`config.mk`:
```
export PLATFORM = sky130hd
export DESIGN_NAME = if_fetch_stage
export DESIGN_NICKNAME = d
export VERILOG_FILES = /design/src/rtl/if_fetch_stage_pkg.sv /design/src/rtl/if_fetch_buf.sv /design/src/rtl/if_fetch_stage.sv
export SDC_FILE = /design/constraint.sdc
export NUM_CORES = 1
export LEC_CHECK = 0
export CAP_MARGIN = 15
export CORE_MARGIN = 10
export CORE_UTILIZATION = 50
export DETAILED_ROUTE_END_ITERATION = 8
export DONT_BUFFER_PORTS = 1
export SKIP_LAST_GASP = 1
export SLEW_MARGIN = 40
export SYNTH_ARGS = -nofsm -noshare
export SYNTH_HDL_FRONTEND = slang
export SYNTH_SLANG_ARGS = --single-unit
```
`constraint.sdc`:
```
create_clock -name clk -period 11.72 [get_ports clk]
set_input_delay 0 -clock clk [delete_from_list [all_inputs] [get_ports clk]]
set_output_delay 0 -clock clk [all_outputs]
set_load 0.02 [all_outputs]
```
`src/rtl/if_fetch_stage_pkg.sv`:
```
// Shared types and constants for the instruction-fetch stage and its fetch buffer.
package if_fetch_stage_pkg;

    localparam int ADDR_W = 64;
    localparam int INST_W = 32;

    typedef logic [ADDR_W-1:0] InstAddrBus;
    typedef logic [INST_W-1:0] InstBus;

    localparam InstAddrBus RESET_PC = 64'h0000_0000_8000_0000;
    localparam InstBus     NOP      = 32'h0000_0013;

    typedef enum logic [1:0] {
        IDLE  = 2'd0,
        FETCH = 2'd1,
        HALT  = 2'd2
    } fetch_state_e;

    function automatic logic is_misaligned(input logic [1:0] low_bits);
        return low_bits != 2'b00;
    endfunction

endpackage

```
`src/rtl/if_fetch_buf.sv`:
```
// Two-entry synchronous FIFO holding fetched {pc, inst, excp} records.
module if_fetch_buf
    import if_fetch_stage_pkg::*;
#(
    parameter int W = ADDR_W + INST_W + 1
) (
    input  logic         clk,
    input  logic         rst,
    input  logic         push_i,
    input  logic         pop_i,
    input  logic         flush_i,
    input  logic         flush_load_i,
    input  logic [W-1:0] push_data_i,
    input  logic [W-1:0] load_data_i,
    output logic         full_o,
    output logic         empty_o,
    output logic [W-1:0] head_o
);

    logic [W-1:0] mem_q [2];
    logic         head_q, head_d;
    logic         tail_q, tail_d;
    logic [1:0]   count_q, count_d;

    always_comb begin
        head_d  = head_q;
        tail_d  = tail_q;
        count_d = count_q;
        if (flush_i) begin
            // A flush-load leaves exactly one entry sitting in slot 0.
            head_d  = 1'b0;
            tail_d  = flush_load_i;
            count_d = flush_load_i ? 2'd1 : 2'd0;
        end else begin
            head_d  = head_q + pop_i;
            tail_d  = tail_q + push_i;
            count_d = count_q + {1'b0, push_i} - {1'b0, pop_i};
        end
    end

    always_ff @(posedge clk) begin
        if (rst) begin
            head_q  <= 1'b0;
            tail_q  <= 1'b0;
            count_q <= 2'd0;
        end else begin
            head_q  <= head_d;
            tail_q  <= tail_d;
            count_q <= count_d;
        end
    end

    // Storage carries no reset; validity is tracked solely by count_q.
    always_ff @(posedge clk) begin
        if (!rst) begin
            if (flush_i) begin
                if (flush_load_i) begin
                    mem_q[0] <= load_data_i;
                end
            end else if (push_i) begin
                mem_q[tail_q] <= push_data_i;
            end
        end
    end

    assign full_o  = (count_q == 2'd2);
    assign empty_o = (count_q == 2'd0);
    assign head_o  = mem_q[head_q];

endmodule

```
`src/rtl/if_fetch_stage.sv`:
```
// Instruction-fetch stage: owns the PC, drives the combinational ROM, buffers
// fetched words and hands them to decode over a valid/ready handshake.
module if_fetch_stage
    import if_fetch_stage_pkg::*;
#(
    parameter int                ADDR_W   = if_fetch_stage_pkg::ADDR_W,
    parameter int                INST_W   = if_fetch_stage_pkg::INST_W,
    parameter logic [ADDR_W-1:0] RESET_PC = if_fetch_stage_pkg::RESET_PC
) (
    input  logic              clk,
    input  logic              rst,
    output logic              rom_ce,
    output logic [ADDR_W-1:0] rom_addr,
    input  logic [INST_W-1:0] rom_inst,
    input  logic              redirect_valid,
    input  logic [ADDR_W-1:0] redirect_pc,
    output logic              id_valid,
    input  logic              id_ready,
    output logic [ADDR_W-1:0] id_pc,
    output logic [INST_W-1:0] id_inst,
    output logic              id_excp
);

    localparam int ENT_W = ADDR_W + INST_W + 1;

    fetch_state_e      state_q;
    logic [ADDR_W-1:0] pc_q;

    logic              buf_full;
    logic              buf_empty;
    logic [ENT_W-1:0]  buf_head;
    logic              pop;
    logic              take;
    logic              redirect_bad;

    assign pop          = id_valid & id_ready;
    assign take         = (state_q == FETCH) & ~redirect_valid & (~buf_full | pop);
    assign redirect_bad = redirect_valid & is_misaligned(redirect_pc[1:0]);

    assign rom_ce   = take;
    assign rom_addr = pc_q;

    // Redirect outranks everything: it retargets the PC and picks the next state
    // from target alignment, regardless of whether we were idle, fetching or halted.
    always_ff @(posedge clk) begin
        if (rst) begin
            state_q <= IDLE;
            pc_q    <= RESET_PC;
        end else if (redirect_valid) begin
            pc_q    <= redirect_pc;
            state_q <= redirect_bad ? HALT : FETCH;
        end else begin
            if (take) begin
                pc_q <= pc_q + ADDR_W'(4);
            end
            case (state_q)
                IDLE:    state_q <= FETCH;
                FETCH:   state_q <= FETCH;
                HALT:    state_q <= HALT;
                default: state_q <= IDLE;
            endcase
        end
    end

    if_fetch_buf #(
        .W (ENT_W)
    ) u_buf (
        .clk          (clk),
        .rst          (rst),
        .push_i       (take),
        .pop_i        (pop),
        .flush_i      (redirect_valid),
        .flush_load_i (redirect_bad),
        .push_data_i  ({pc_q, rom_inst, 1'b0}),
        .load_data_i  ({redirect_pc, {INST_W{1'b0}}, 1'b1}),
        .full_o       (buf_full),
        .empty_o      (buf_empty),
        .head_o       (buf_head)
    );

    assign id_valid = ~buf_empty;
    assign {id_pc, id_inst, id_excp} = buf_empty ? {ENT_W{1'b0}} : buf_head;

endmodule

```
* Word level (Yosys, flattened, before mapping)
Memory sizes are Yosys's and may differ from the RTL's. A register that Yosys moved wholly into a read port is not among the register bits.
Cells that the tools add are included.
** Word-level totals
- Bits of input ports :: 100
- RAM bits :: 194
- Output and inout port bits :: 163
- Register bits after elaboration :: 70
- Word-level logic and storage cells :: 50
- Memories :: 1
** Memories
- u_buf.mem_q :: words 2, bits a word 97, read ports 1, clocked after Yosys merged registers in 1, write ports 1, line if_fetch_buf.sv:20 : logic [W-1:0] mem_q [2];
** Operators by class
- Equal/unequal tests :: 3
- Add/sub/neg operators :: 5
- Multiplexer cells :: 21
- Reduce and logical (&&, ||, !) cells :: 7
- Bitwise operators :: 8
** Operators by type and width (count)
- 97-bit 2-to-1 mux :: 2
- 64-bit 2-to-1 mux :: 2
- 97-bit OR reduction :: 1
- 64-bit by 3-bit adder with 64-bit output (second input constant) :: 1
- 1-bit 2-to-1 mux :: 13
- 2-bit 2-to-1 mux :: 3
- 1-bit AND :: 4
- 2-bit equality test (second input constant) :: 2
- 2-bit zero test :: 2
- 2-bit one-hot mux with 2 select lines :: 1
- 2-bit nonzero test :: 2
- 2-bit OR reduction :: 2
- 1-bit inverter :: 3
- 1-bit adder :: 2
- 2-bit by 1-bit adder with 2-bit output :: 1
- 2-bit by 1-bit equality test with 1-bit output (second input constant) :: 1
- 2-bit by 1-bit subtractor with 2-bit output :: 1
- 1-bit OR :: 1

* Longest topological paths before layout
Gate-level depths: netlist (run 1).
- Depth in word-level cells :: 11
- Depth in mapped cells :: 9
- Gate-level depth less buffers :: 8

* By module
A second synthesis (run 1) with hierarchy kept.
** Second synthesis, totals
- Cells, all modules :: 1085
- Area, all modules :: 13180.1 um2
** Modules (own cells, without submodules)
- if_fetch_buf :: sequential area each 5905.7 um2, cells an instance 435, instances 1, area each 8479.4 um2
- if_fetch_stage :: sequential area each 1321.3 um2, cells an instance 650, instances 1, area each 4700.8 um2

* Worst setup path before layout (run 1)
Ideal clock, no wire load.
- Kind :: reg-to-reg
- From :: reg state_q[1]
- To :: mem u_buf.mem_q[0][0] (netlist name), enable pin
- Data arrival time :: 5.353 ns
- Clock period less this slack :: 5.908 ns
- Path slack :: 5.812 ns
- Buffers on the path :: 3
- Library setup time :: 0.556 ns
- Data required time :: 11.164 ns
- Cell stages (with the launch flop) :: 8
- Path through :: dfxtp_1 -> nor2_1 -> o311ai_0 -> clkbuf_1 -> clkbuf_1 -> buf_2 -> o21a_1 -> nor2_1
** On the way
- Word-level cells in the longest chain between the ends :: 9
- Elaborated cells between the ends (all ways) :: 10
- Those cells by class :: eq/ne: 1; mux: 6; bitwise: 2; reduce/logical: 1
** Ends and longest elaborated chain
- from (decl) :: line if_fetch_stage.sv:26 : fetch_state_e state_q;
- from (signal assigned) :: line if_fetch_stage.sv:51 : state_q <= redirect_bad ? HALT : FETCH;
- 2-bit by 1-bit equality test with 1-bit output * :: line if_fetch_stage.sv:37 : assign take = (state_q == FETCH) & ~redirect_valid & (~buf_full | pop);
- 1-bit AND * (2 in series) :: line if_fetch_stage.sv:37
- 1-bit 2-to-1 mux * :: line if_fetch_buf.sv:60 : end else if (push_i) begin
- 1-bit 2-to-1 mux * :: line if_fetch_buf.sv:56 : if (flush_i) begin
- 1-bit 2-to-1 mux * :: line if_fetch_buf.sv:55 : if (!rst) begin
- 1-bit 2-to-1 mux (not written as such) * :: line if_fetch_buf.sv:61 : mem_q[tail_q] <= push_data_i;
- 97-bit OR reduction (no line)
- 1-bit 2-to-1 mux (no line)
- to (decl) :: line if_fetch_buf.sv:20
Every way passes the cells marked *; elsewhere a longest branch is shown, timed or not.

* Final worst setup path (run 1)
- From :: in redirect_valid
- To :: mem u_buf.mem_q[0][33] (netlist name), data pin
** On the way
- Word-level cells in the longest chain between the ends :: 9
** Ends and longest elaborated chain
- from (decl) :: line if_fetch_stage.sv:15 : input logic redirect_valid,
- 1-bit inverter :: line if_fetch_stage.sv:37
- 1-bit AND (2 in series) :: line if_fetch_stage.sv:37
- 1-bit 2-to-1 mux :: line if_fetch_buf.sv:60
- 1-bit 2-to-1 mux * :: line if_fetch_buf.sv:56
- 1-bit 2-to-1 mux * :: line if_fetch_buf.sv:55
- 1-bit 2-to-1 mux (not written as such) * :: line if_fetch_buf.sv:61
- 97-bit OR reduction (no line) *
- 97-bit 2-to-1 mux (no line) *
Marks and branches as above.

==> summary.md, run 1 <==
| Metric | Value |
|---|---|
| WL per Instance | `21.4 µm` |
| Pin count of the biggest net entering global routing | `99` |
| Most frequently used flop master after synthesis | `sky130_fd_sc_hd__edfxtp_1` |
| Avg Synthesized Cell Area | `10.4 µm²` |
| Internal power summed over all cells | `0.00165 W` |
| Core Area | `24400 µm²` |
| Setup skew after layout | `16.9 ps` |
| Total standard cell area after synthesis | `12400 µm²` |
| Via count | `9481` |
| Cell type with the largest total area after synthesis | `sky130_fd_sc_hd__edfxtp_1` |
| Share of total power in the clock network | `40.2%` |
| Delay of the slowest cell on the worst path | `610 ps` |
| Average vias per placed instance | `5.76` |
| Sort of element at the start of the critical path | `primary input` |
| Count of distinct cell types in the synthesized netlist | `54` |
| First-pass detailed-route iteration total | `5` |
| Sequence of cells on the critical path | `dlygate4sd3_1, buf_16, nor2_1, o311ai_2, buf_4, nor2_4, buf_4, buf_4, clkinv_2, buf_4, nand2_1, nand2_1` |
| Post-route fraction of the period consumed by the critical path | `33.4%` |
| Global-route usage over all layers | `21.5%` |
| Setup repair after global routing missed its margin | `false` |
| Final-report max-slew violation count | `0` |
| Fmax | `255 MHz` |
| Arrival time of the worst setup path | `4200 ps` |
| Remaining design rule violation count | `0` |
| CTS buffer count | `29` |
| Combinational share of power | `10.5%` |
| Worst path bufs/invs | `7` |
| Clock period minus worst slack | `3920 ps` |
| Total overflow reported by the global router | `0` |
| Total negative slack for setup checks | `0 ps` |
| Maximum number of buffers from clock root to sink | `3` |
| Post-synthesis sequential element count | `264` |
| Total of max-cap violations | `0` |
| Share of synthesized area occupied by flip-flops and latches | `58.3%` |
| Largest delay share family, worst path | `buffers and inverters` |
| Starting density of the core | `50.8%` |
| TritonCTS clock tree | `done` |
| Sequential power share | `49.3%` |
| Final setup viols | `0` |
| Proportion of register bits with asynchronous set or reset after synthesis | `0%` |
| Most common cell in the netlist | `sky130_fd_sc_hd__nand2_1` |
| Die boundary height | `177 µm` |
| Antenna violations before repair | `2` |
| Worst setup margin | `7810 ps` |
| Layout filler cell count | `2038` |
| DRC marker count from the first detailed-route iteration | `732` |
| Crit end category | `register` |
| Area overhead of the layout relative to synthesis | `21.1%` |
| Count of pins on the block boundary | `263` |
| Final Routed Wirelength | `35200 µm` |
| Standby leakage power | `5.38 nW` |
| Crit Path Max Fanout | `74` |
| Data required time at the worst endpoint | `12000 ps` |
| Net count after synthesis | `1300` |
| Slew at the pin closest to its max-slew limit | `792 ps` |
| # port buffers | `0` |
| Top post-synthesis cells by count | `242 x sky130_fd_sc_hd__nand2_1, 194 x sky130_fd_sc_hd__edfxtp_1, 141 x sky130_fd_sc_hd__nor2_1` |
| GP Congestion | `0.829` |
| Hold Vio Cnt, Final | `0` |
| Half-perimeter wire length of the detailed placement result | `22100 µm` |
| Yosys warns | `0` |
| Slowest-stage cell, CP | `sky130_fd_sc_hd__dlygate4sd3_1` |
| Run status | `complete, no violations` |
| Clock slew seen by the registers of the worst setup and hold paths | `70 ps` |
| H-tree level count | `1` |
| Headroom to the max-slew limit | `47.2%` |
| Die Span X | `177 µm` |
| Number of instances in the synthesized netlist | `1197` |
| EDFF count, synth | `194` |
| Worst min-delay path class | `in -> reg` |
| Most prevalent standard cell on the critical path | `sky130_fd_sc_hd__buf_4` |
| Root cell of the clock tree | `sky130_fd_sc_hd__clkbuf_16` |
| Max VDD drop | `0.119 mV` |
| PD cells | `147 nW/µm²` |
| Cell types with the largest area share after synthesis | `sky130_fd_sc_hd__edfxtp_1 47%, sky130_fd_sc_hd__dfxtp_1 11%, sky130_fd_sc_hd__mux2i_1 8.1%, sky130_fd_sc_hd__nand2_1 7.3%, sky130_fd_sc_hd__nor2_1 4.3%` |
| Vias in the first global route | `9307` |
| Switch Pwr | `0.000561 W` |
| Fraction of final layout cells sized beyond drive strength 1 | `6.30%` |
| Floorplan die area | `31500 µm²` |
| Source-to-sink clock delay at the later pin of the worst-skew pair | `540 ps` |
| Area fraction of the dominant cell type after synthesis | `47.0%` |
| Number of sinks on the clock net | `264` |
| Switching Share | `25.4%` |
| Placement-stage worst setup slack | `7930 ps` |
| Post CTS Setup Buffer Count | `0` |
| ANT nets after route | `0` |
| Global-route wire length before repair | `54400 µm` |
| Number of core rows | `57` |
| WS Path Type | `in -> reg` |
| Net count of the finished layout | `1400` |
==> logic make-up after synthesis <==
family | synth area share [%]
buffers and inverters | 2.96
muxes | 8.26
xor gates and xnor gates | 1.27
AOI/OAI and AO/OA | 8.54
adders and majority gates | 0.303
DFF | 58.3
and+or+nand+nor | 20.4
==> cells in the final DEF (no fill, tap or decap), types with 6 or more instances in the layout <==
master	synthesis	layout
sky130_fd_sc_hd__o21ai_0	33	33
sky130_fd_sc_hd__xor2_1	11	11
sky130_fd_sc_hd__nor3_1	18	18
sky130_fd_sc_hd__a221oi_1	6	6
sky130_fd_sc_hd__and3_1	19	19
sky130_fd_sc_hd__edfxtp_1	194	194
sky130_fd_sc_hd__mux2i_1	100	100
sky130_fd_sc_hd__o22ai_1	10	10
sky130_fd_sc_hd__inv_1	9	9
sky130_fd_sc_hd__nand2_1	242	242
sky130_fd_sc_hd__a22oi_1	9	9
sky130_fd_sc_hd__dlygate4sd3_1	0	135
sky130_fd_sc_hd__and4_1	9	9
sky130_fd_sc_hd__a31oi_1	22	22
sky130_fd_sc_hd__or3_1	9	9
sky130_fd_sc_hd__buf_4	3	10
sky130_fd_sc_hd__nand4_1	21	21
sky130_fd_sc_hd__o211ai_1	6	6
sky130_fd_sc_hd__dfxtp_1	70	69
sky130_fd_sc_hd__xnor2_1	7	7
sky130_fd_sc_hd__and2_1	38	37
sky130_fd_sc_hd__nor2_1	141	137
sky130_fd_sc_hd__a21oi_1	55	55
sky130_fd_sc_hd__nand3_1	28	28
sky130_fd_sc_hd__clkbuf_16	0	29
==> layout make-up <==
cell class	count	area, µm²	area share, %
flip-flops and latches	264	7230	48.2
multi-input cells	841	4860	32.4
repair buffers	151	1540	10.2
clock buffers	39	813	5.42
well taps	324	405	2.70
clock inverters	13	119	0.792
inverters	10	38.8	0.258
diodes	3	7.51	0.0500
==> flip-flops by register name, indices dropped and copies added, names as in the netlist <==
signal and cells:
u_buf.head_q 1, u_buf.count_q 2, u_buf.tail_q 1, u_buf.mem_q 194, state_q 2, rom_addr 64
==> power groups by stage <==
stage	Sequential (W)	Combinational (W)	Clock, W
after global placement	0.00111	0.000173	0
after floorplan	0.00109	0.000153	0
final	0.00109	0.000232	0.000886
after detailed placement	0.00111	0.000179	0
after global routing	0.00109	0.000255	0.000945
after CTS	0.00109	0.000233	0.000904
==> routing by layer <==
metal	track usage, %	up-vias	wire [µm]
li1	-	4515	-
met1	28.4	4560	14800
met2	34.3	356	16500
met3	5.80	50	3150
met4	5.66	0	760
met5	0	-	0
==> tightest hold or removal path: stages <==
cell and delay (ps):
sky130_fd_sc_hd__nor2_4 20, sky130_fd_sc_hd__buf_4 280, sky130_fd_sc_hd__nand2_1 130, sky130_fd_sc_hd__nand2_1 60
==> path summary, 6_finish.rpt <==
path                       start                 end  slack [ps]  cells after the start
setup / recovery  redirect_valid  u_buf.mem_q[0][33]        7810                     12
hold / removal               rst  u_buf.mem_q[1][61]         120                      4
setup reg to reg      state_q[1]  u_buf.mem_q[0][33]        7880                     10
hold reg to reg       state_q[1]          state_q[0]         610                      3
==> per-stage QoR <==
stage                     utilization, %  cells  instance area [µm²]  hold WS [ps]  power, W
after floorplan                        -   1197                12400           141   0.00125
after global placement              51.7   1452                12600          82.6   0.00128
after detailed placement            51.9   1453                12600          85.6   0.00129
after CTS                           61.4   1642                15000          98.4   0.00222
after global routing                61.5   1644                15000           148   0.00229
final                               61.5   1645                15000           124   0.00221
==> what timing repair did <==
action	in CTS	in global routing
gates resized for setup	0	0
hold buffers	137	0
hold endpoints to repair	283	0
No activity file was read; power rests on OpenSTA's default activity.
==> run 2, diff against run 1 <==
--- a/config.mk
+++ b/config.mk
@@ -10,6 +10,7 @@
 export CORE_UTILIZATION = 50
 export DETAILED_ROUTE_END_ITERATION = 8
 export DONT_BUFFER_PORTS = 1
+export PLACE_DENSITY = 0.68
 export SKIP_LAST_GASP = 1
 export SLEW_MARGIN = 40
 export SYNTH_ARGS = -nofsm -noshare
==> constraint.sdc (replaced) <==
create_clock -name clk -period 3.2 [get_ports clk]
set_input_delay 0 -clock clk [delete_from_list [all_inputs] [get_ports clk]]
set_output_delay 0 -clock clk [all_outputs]
set_load 0.02 [all_outputs]
==> summary.md, run 2 (synthesized netlist as in run 1, its figures left out) <==
| Metric | Value |
|---|---|
| Net count of the finished layout | `1433 (was 1400)` |
| Fraction of final layout cells sized beyond drive strength 1 | `7.91% (was 6.30%)` |
| Worst Hold Launch | `rst (unchanged)` |
| Starting density of the core | `50.8% (unchanged)` |
| Number of sinks on the clock net | `264 (unchanged)` |
| PD cells | `526 nW/µm² (was 147 nW/µm²)` |
| GP Congestion | `0.871 (was 0.829)` |
| Post CTS Setup Buffer Count | `0 (unchanged)` |
| Via count | `9761 (was 9481)` |
| Data required time at the worst endpoint | `3680 ps (was 12000 ps)` |
| Worst min-delay path class | `in -> reg (unchanged)` |
| TritonCTS clock tree | `done (unchanged)` |
| Final-report max-slew violation count | `0 (unchanged)` |
| Global-route usage over all layers | `22.2% (was 21.5%)` |
| Summed area of non-filler cells in the final layout | `15300 µm² (was 15000 µm²)` |
| Average vias per placed instance | `5.81 (was 5.76)` |
| Register-to-Register Setup Slack | `170 ps (was 7880 ps)` |
| Global-route wire length before repair | `56100 µm (was 54400 µm)` |
| Sequence of cells on the critical path | `ha_1, and3_1, nand2_1, or4b_1, nor3_1, a21oi_1, dlygate4sd3_1, a21oi_1 (was dlygate4sd3_1, buf_16, nor2_1, o311ai_2, buf_4, nor2_4, buf_4, buf_4, clkinv_2, buf_4, nand2_1, nand2_1)` |
| H-tree level count | `1 (unchanged)` |
| Hold Crit Depth | `2 (was 4)` |
| Sort of element at the start of the critical path | `register (was primary input)` |
| Die Span X | `177 µm (unchanged)` |
| Clock period minus worst slack | `3030 ps` |
| Placed Instance Area | `12900 µm² (was 12600 µm²)` |
| Final Routed Wirelength | `36300 µm (was 35200 µm)` |
| Total of max-cap violations | `0 (unchanged)` |
| Headroom to the max-slew limit | `42.6% (was 47.2%)` |
| Maximum number of buffers from clock root to sink | `3 (unchanged)` |
| Worst flop-to-flop path endpoint | `rom_addr[42] (was u_buf.mem_q[0][33])` |
| Slowest-stage cell, CP | `sky130_fd_sc_hd__or4b_1 (was sky130_fd_sc_hd__dlygate4sd3_1)` |
| Area overhead of the layout relative to synthesis | `23.0% (was 21.1%)` |
| Remaining design rule violation count | `0 (unchanged)` |
| Half-perimeter wire length of the detailed placement result | `23000 µm (was 22100 µm)` |
| Final setup viols | `0 (unchanged)` |
| Most prevalent standard cell on the critical path | `sky130_fd_sc_hd__a21oi_1 (was sky130_fd_sc_hd__buf_4)` |
| CTS buffer count | `29 (unchanged)` |
| Die boundary height | `177 µm (unchanged)` |
| Source-to-sink clock delay at the later pin of the worst-skew pair | `550 ps (was 540 ps)` |
| Setup repair after global routing missed its margin | `false (unchanged)` |
| Worst path bufs/invs | `1 (was 7)` |
| Vias in the first global route | `9667 (was 9307)` |
| Arrival time of the worst setup path | `3520 ps (was 4200 ps)` |
| Hold Vio Cnt, Final | `0 (unchanged)` |
| Max VDD drop | `0.470 mV (was 0.119 mV)` |
| Crit end category | `register (unchanged)` |
| Root cell of the clock tree | `sky130_fd_sc_hd__clkbuf_16 (unchanged)` |
| Count of pins on the block boundary | `263 (unchanged)` |
| Post-route fraction of the period consumed by the critical path | `94.8%` |
| Commonest non-fill, non-tap cell in the layout | `sky130_fd_sc_hd__nand2_1 (unchanged)` |
| Hold-critical path endpoint | `u_buf.mem_q[1][37] (was u_buf.mem_q[1][61])` |
| Commonest cells after routing, fill and taps aside | `242 x sky130_fd_sc_hd__nand2_1, 194 x sky130_fd_sc_hd__edfxtp_1, 141 x sky130_fd_sc_hd__dlygate4sd3_1 (was 242 x sky130_fd_sc_hd__nand2_1, 194 x sky130_fd_sc_hd__edfxtp_1, 137 x sky130_fd_sc_hd__nor2_1)` |
| Run status | `complete, no violations (unchanged)` |
| Floorplan die area | `31500 µm² (unchanged)` |
| ANT nets after route | `0 (unchanged)` |
| First-pass detailed-route iteration total | `5 (unchanged)` |
| Antenna violations before repair | `3 (was 2)` |
| Startpoint of the worst register-to-register path | `rom_addr[2] (was state_q[1])` |
| Core Area | `24400 µm² (unchanged)` |
| Crit Path Max Fanout | `7 (was 74)` |
| Setup skew after layout | `8.27 ps (was 16.9 ps)` |
| Pin count of the biggest net entering global routing | `99 (unchanged)` |
| # port buffers | `0 (unchanged)` |
| Number of core rows | `57 (unchanged)` |
| Delay of the slowest cell on the worst path | `760 ps (was 610 ps)` |
| Standby leakage power | `5.49 nW (was 5.38 nW)` |
| Clock slew seen by the registers of the worst setup and hold paths | `60 ps (was 70 ps)` |
| Flip-flop count of the largest register, all copies and words added | `194 (unchanged)` |
| DRC marker count from the first detailed-route iteration | `748 (was 732)` |
| Largest register by flop count | `u_buf.mem_q (unchanged)` |
| Fmax | `330 MHz` |
| Total overflow reported by the global router | `0 (unchanged)` |
| WL per Instance | `21.6 µm (was 21.4 µm)` |
| Worst Reg2Reg Path Length in Cells | `8 (was 10)` |
| Total negative slack for setup checks | `0 ps (unchanged)` |
| Slew at the pin closest to its max-slew limit | `861 ps (was 792 ps)` |
| Largest delay share family, worst path | `simple AND/OR/NAND/NOR gates (was buffers and inverters)` |
| WS Path Type | `reg -> reg (was in -> reg)` |
## run 2: area by class of cell
class	count	area, µm²
Antenna cell	4	10.0
Clock buffer	48	837
Clock inverter	6	57.6
Fill cell	1973	9140
Inverter	10	37.5
Multi-Input combinational cell	841	4860
Sequential cell	264	7230
Tap cell	324	405
Timing Repair Buffer	184	1820
## run 2: worst max path at each step
stage,from,to,slack (ps),cells past startpoint
floorplan,state_q[1],u_buf.mem_q[0][0],50,7
global placement,rom_addr[42],rom_addr[60],670,6
detailed placement,rom_addr[13],rom_addr[62],590,6
CTS,rom_addr[13],rom_addr[34],140,8
global route,rom_addr[2],rom_addr[42],10,8
finish,rom_addr[2],rom_addr[42],170,8
## run 2: what timing repair did
| item | 4_1_cts | 5_1_grt |
|---|---|---|
| hold buffers | 143 | 0 |
| resized for setup | 0 | 2 |
| setup endpoints to repair | 0 | 3 |
| hold endpoints to repair | 262 | 0 |
## run 2: worst reg2reg max path: stages (launching register included)
cell,delay [ps]
sky130_fd_sc_hd__dfxtp_1,580
sky130_fd_sc_hd__ha_1,280
sky130_fd_sc_hd__and3_1,220
sky130_fd_sc_hd__nand2_1,200
sky130_fd_sc_hd__or4b_1,760
sky130_fd_sc_hd__nor3_1,200
sky130_fd_sc_hd__a21oi_1,50
sky130_fd_sc_hd__dlygate4sd3_1,570
sky130_fd_sc_hd__a21oi_1,110
## run 2: metal layers
| layer | up-vias | global-route usage (%) | routed length (µm) |
|---|---|---|---|
| met3 | 51 | 6.08 | 3370 |
| met2 | 411 | 36.1 | 17100 |
| met1 | 4721 | 28.9 | 15100 |
| met4 | 0 | 5.31 | 730 |
| li1 | 4578 | - | - |
| met5 | - | 0 | 0 |
## run 2: through the flow
stage          cells  hold slack [ps]  utilization (%)  power (W)  setup slack [ps]
6_report        1681             12.9             62.5    0.00803               166
5_1_grt         1680             6.46             62.5    0.00831              10.5
4_1_cts         1677             4.48             62.4    0.00808               139
3_5_place_dp    1480              102             52.7    0.00474               592
3_3_place_gp    1480              103             52.7    0.00473               665
2_1_floorplan   1197              141                -    0.00456              48.6
## run 2: where the power goes
group / total [W] / internal (W) / switching [W]
Clock: 0.00316 / 0.00185 / 0.00131
Combinational: 0.000924 / 0.000323 / 0.000600
Sequential: 0.00395 / 0.00380 / 0.000155
Total: 0.00803 / 0.00597 / 0.00206
==> run 3, diff against run 2 <==
--- a/config.mk
+++ b/config.mk
@@ -8,11 +8,12 @@
 export CAP_MARGIN = 15
 export CORE_MARGIN = 10
 export CORE_UTILIZATION = 50
+export CTS_CLUSTER_DIAMETER = 60
 export DETAILED_ROUTE_END_ITERATION = 8
 export DONT_BUFFER_PORTS = 1
 export PLACE_DENSITY = 0.68
+export REMOVE_ABC_BUFFERS = 1
 export SKIP_LAST_GASP = 1
-export SLEW_MARGIN = 40
 export SYNTH_ARGS = -nofsm -noshare
 export SYNTH_HDL_FRONTEND = slang
 export SYNTH_SLANG_ARGS = --single-unit
==> summary.md, run 3 (synthesized netlist as in run 1, its figures left out) <==
| Metric | Value |
|---|---|
| Max VDD drop | `0.426 mV (was 0.470 mV)` |
| Post-route fraction of the period consumed by the critical path | `95.2% (was 94.8%)` |
| Setup repair after global routing missed its margin | `false (unchanged)` |
| Half-perimeter wire length of the detailed placement result | `22700 µm (was 23000 µm)` |
| WL per Instance | `22.1 µm (was 21.6 µm)` |
| WS Path Type | `reg -> reg (unchanged)` |
| Combinational share of power | `11.5% (about the same)` |
| Final-report max-slew violation count | `0 (unchanged)` |
| Maximum number of buffers from clock root to sink | `3 (unchanged)` |
| Hold Crit Depth | `4 (was 2)` |
| Share of total power in the clock network | `40.2% (was 39.3%)` |
| Largest register by flop count | `u_buf.mem_q (unchanged)` |
| Final setup viols | `0 (unchanged)` |
| Sequence of cells on the critical path | `inv_1, o311ai_2, buf_6, inv_1, nor2_2, buf_12, o21ai_0, a31oi_1, dlygate4sd3_1 (was ha_1, and3_1, nand2_1, or4b_1, nor3_1, a21oi_1, dlygate4sd3_1, a21oi_1)` |
| Commonest non-fill, non-tap cell in the layout | `sky130_fd_sc_hd__nand2_1 (unchanged)` |
| Layout filler cell count | `1976 (was 1973)` |
| Total of max-cap violations | `0 (unchanged)` |
| Run status | `complete, no violations (unchanged)` |
| CTS buffer count | `29 (unchanged)` |
| Worst flop-to-flop path endpoint | `rom_addr[11] (was rom_addr[42])` |
| Remaining design rule violation count | `0 (unchanged)` |
| Total overflow reported by the global router | `0 (unchanged)` |
| Placement-stage worst setup slack | `302 ps (was 592 ps)` |
| Internal power summed over all cells | `0.00611 W (was 0.00597 W)` |
| Average vias per placed instance | `5.83 (was 5.81)` |
| Standby leakage power | `5.52 nW (was 5.49 nW)` |
| Final Routed Wirelength | `37000 µm (was 36300 µm)` |
| Delay of the slowest cell on the worst path | `560 ps (was 760 ps)` |
| Source-to-sink clock delay at the later pin of the worst-skew pair | `530 ps (was 550 ps)` |
| Clock period minus worst slack | `3050 ps (was 3030 ps)` |
| Number of sinks on the clock net | `264 (unchanged)` |
| Floorplan die area | `31500 µm² (unchanged)` |
| Fmax | `328 MHz (was 330 MHz)` |
| First-pass detailed-route iteration total | `5 (unchanged)` |
| Root cell of the clock tree | `sky130_fd_sc_hd__clkbuf_16 (unchanged)` |
| Sort of element at the start of the critical path | `register (unchanged)` |
| Headroom to the max-slew limit | `27.6% (was 42.6%)` |
| Number of core rows | `57 (unchanged)` |
| Register-to-Register Setup Slack | `150 ps (was 170 ps)` |
| Antenna violations before repair | `1 (was 3)` |
| Net count of the finished layout | `1432 (was 1433)` |
| TritonCTS clock tree | `done (unchanged)` |
| Die Span X | `177 µm (unchanged)` |
| Global-route usage over all layers | `22.8% (was 22.2%)` |
| Flip-flop count of the largest register, all copies and words added | `194 (unchanged)` |
| Worst setup margin | `153 ps (was 166 ps)` |
| Fraction of final layout cells sized beyond drive strength 1 | `8.36% (was 7.91%)` |
| Area overhead of the layout relative to synthesis | `23.7% (was 23.0%)` |
| PD cells | `533 nW/µm² (was 526 nW/µm²)` |
| ANT nets after route | `0 (unchanged)` |
| Vias in the first global route | `9906 (was 9667)` |
| Switching Share | `25.2% (was 25.7%)` |
| Hold-critical path endpoint | `u_buf.count_q[1] (was u_buf.mem_q[1][37])` |
| Starting density of the core | `50.8% (unchanged)` |
| Worst Hold Launch | `id_ready (was rst)` |
| Die boundary height | `177 µm (unchanged)` |
| Power consumption | `0.00817 W (was 0.00803 W)` |
| Commonest cells after routing, fill and taps aside | `241 x sky130_fd_sc_hd__nand2_1, 194 x sky130_fd_sc_hd__edfxtp_1, 146 x sky130_fd_sc_hd__dlygate4sd3_1 (was 242 x sky130_fd_sc_hd__nand2_1, 194 x sky130_fd_sc_hd__edfxtp_1, 141 x sky130_fd_sc_hd__dlygate4sd3_1)` |
| Arrival time of the worst setup path | `3520 ps (about the same)` |
| Clock slew seen by the registers of the worst setup and hold paths | `60 ps (about the same)` |
| Global-route wire length before repair | `57000 µm (was 56100 µm)` |
| Most prevalent standard cell on the critical path | `sky130_fd_sc_hd__inv_1 (was sky130_fd_sc_hd__a21oi_1)` |
| Worst min-delay path class | `in -> reg (unchanged)` |
| Crit end category | `register (unchanged)` |
| H-tree level count | `1 (unchanged)` |
| # port buffers | `0 (unchanged)` |
| Slowest-stage cell, CP | `sky130_fd_sc_hd__dlygate4sd3_1 (was sky130_fd_sc_hd__or4b_1)` |
| Slew at the pin closest to its max-slew limit | `1090 ps (was 861 ps)` |
| DRC marker count from the first detailed-route iteration | `671 (was 748)` |
| Data required time at the worst endpoint | `3670 ps (was 3680 ps)` |
| Sequential power share | `48.3% (was 49.2%)` |
| Startpoint of the worst register-to-register path | `u_buf.count_q[1] (was rom_addr[2])` |
| Hold Vio Cnt, Final | `0 (unchanged)` |
| Via count | `9785 (was 9761)` |
| Core utilization of the finished layout | `62.9% (was 62.5%)` |
| GP Congestion | `0.805 (was 0.871)` |
| Worst Reg2Reg Path Length in Cells | `9 (was 8)` |
| Post CTS Setup Buffer Count | `0 (unchanged)` |
| Core Area | `24400 µm² (unchanged)` |
| Pin count of the biggest net entering global routing | `99 (unchanged)` |
| Crit Path Max Fanout | `39 (was 7)` |
| Setup skew after layout | `7.79 ps (was 8.27 ps)` |
| Count of pins on the block boundary | `263 (unchanged)` |
| Switch Pwr | `0.00206 W (about the same)` |
run 3: power by group through the flow:
stage / sequential [W] / combinational (W) / clock [W]
after floorplan: 0.00403 / 0.000517 / 0
after global placement: 0.00401 / 0.000720 / 0
after detailed placement: 0.00402 / 0.000736 / 0
after CTS: 0.00395 / 0.000938 / 0.00334
after global routing: 0.00396 / 0.00102 / 0.00349
final: 0.00395 / 0.000936 / 0.00328
run 3: worst max-delay path by stage:
| stage | startpoint | endpoint | slack, ps | depth (start not counted) |
|---|---|---|---|---|
| floorplan | u_buf.count_q[1] | u_buf.mem_q[1][0] | -10140 | 4 |
| global placement | state_q[1] | u_buf.mem_q[0][79] | 380 | 8 |
| detailed placement | state_q[1] | u_buf.mem_q[0][79] | 300 | 8 |
| CTS | u_buf.count_q[1] | rom_addr[13] | 20 | 9 |
| global route | rom_addr[17] | rom_addr[38] | 1 | 8 |
| finish | u_buf.count_q[1] | rom_addr[11] | 150 | 9 |
run 3: repair_timing:
action / CTS / global route
gates resized for setup: 0 / 13
endpoints found under the setup margin: 0 / 13
hold buffers: 148 / 0
endpoints found under the hold margin: 359 / 0
run 3: worst max-delay path: cells and delay by family (launching register included):
kind	cells	cell delay (ps)
buf+inv	5	1370
compound gates	3	750
simple gates	1	440
flops	1	420
run 3: layout make-up:
cell class	instances	area, µm²	share of cell area [%]
diodes	2	5.00	0.0326
well taps	324	405	2.64
multi-input cells	841	4850	31.6
flip-flops and latches	264	7240	47.2
clock buffers	36	752	4.90
inverters	10	38.8	0.253
clock inverters	17	184	1.20
repair buffers	183	1860	12.1
run 3: routing by layer:
metal / global-route usage (%) / vias up / share of wire, %
li1: - / 4571 / -
met1: 28.8 / 4732 / 40
met2: 38.2 / 425 / 48
met3: 6.61 / 57 / 9.8
met4: 4.86 / 0 / 1.9
met5: 0 / - / 0
run 3: stage by stage:
stage	instances	cell area, µm²	setup TNS (ps)	hold slack (ps)
final	1677	15300	0	83.6
after global routing	1676	15300	0	115
after CTS	1675	15300	0	73.1
after detailed placement	1474	12900	0	80.3
after global placement	1474	12900	0	80.8
after floorplan	1115	12100	-3773100	69.1
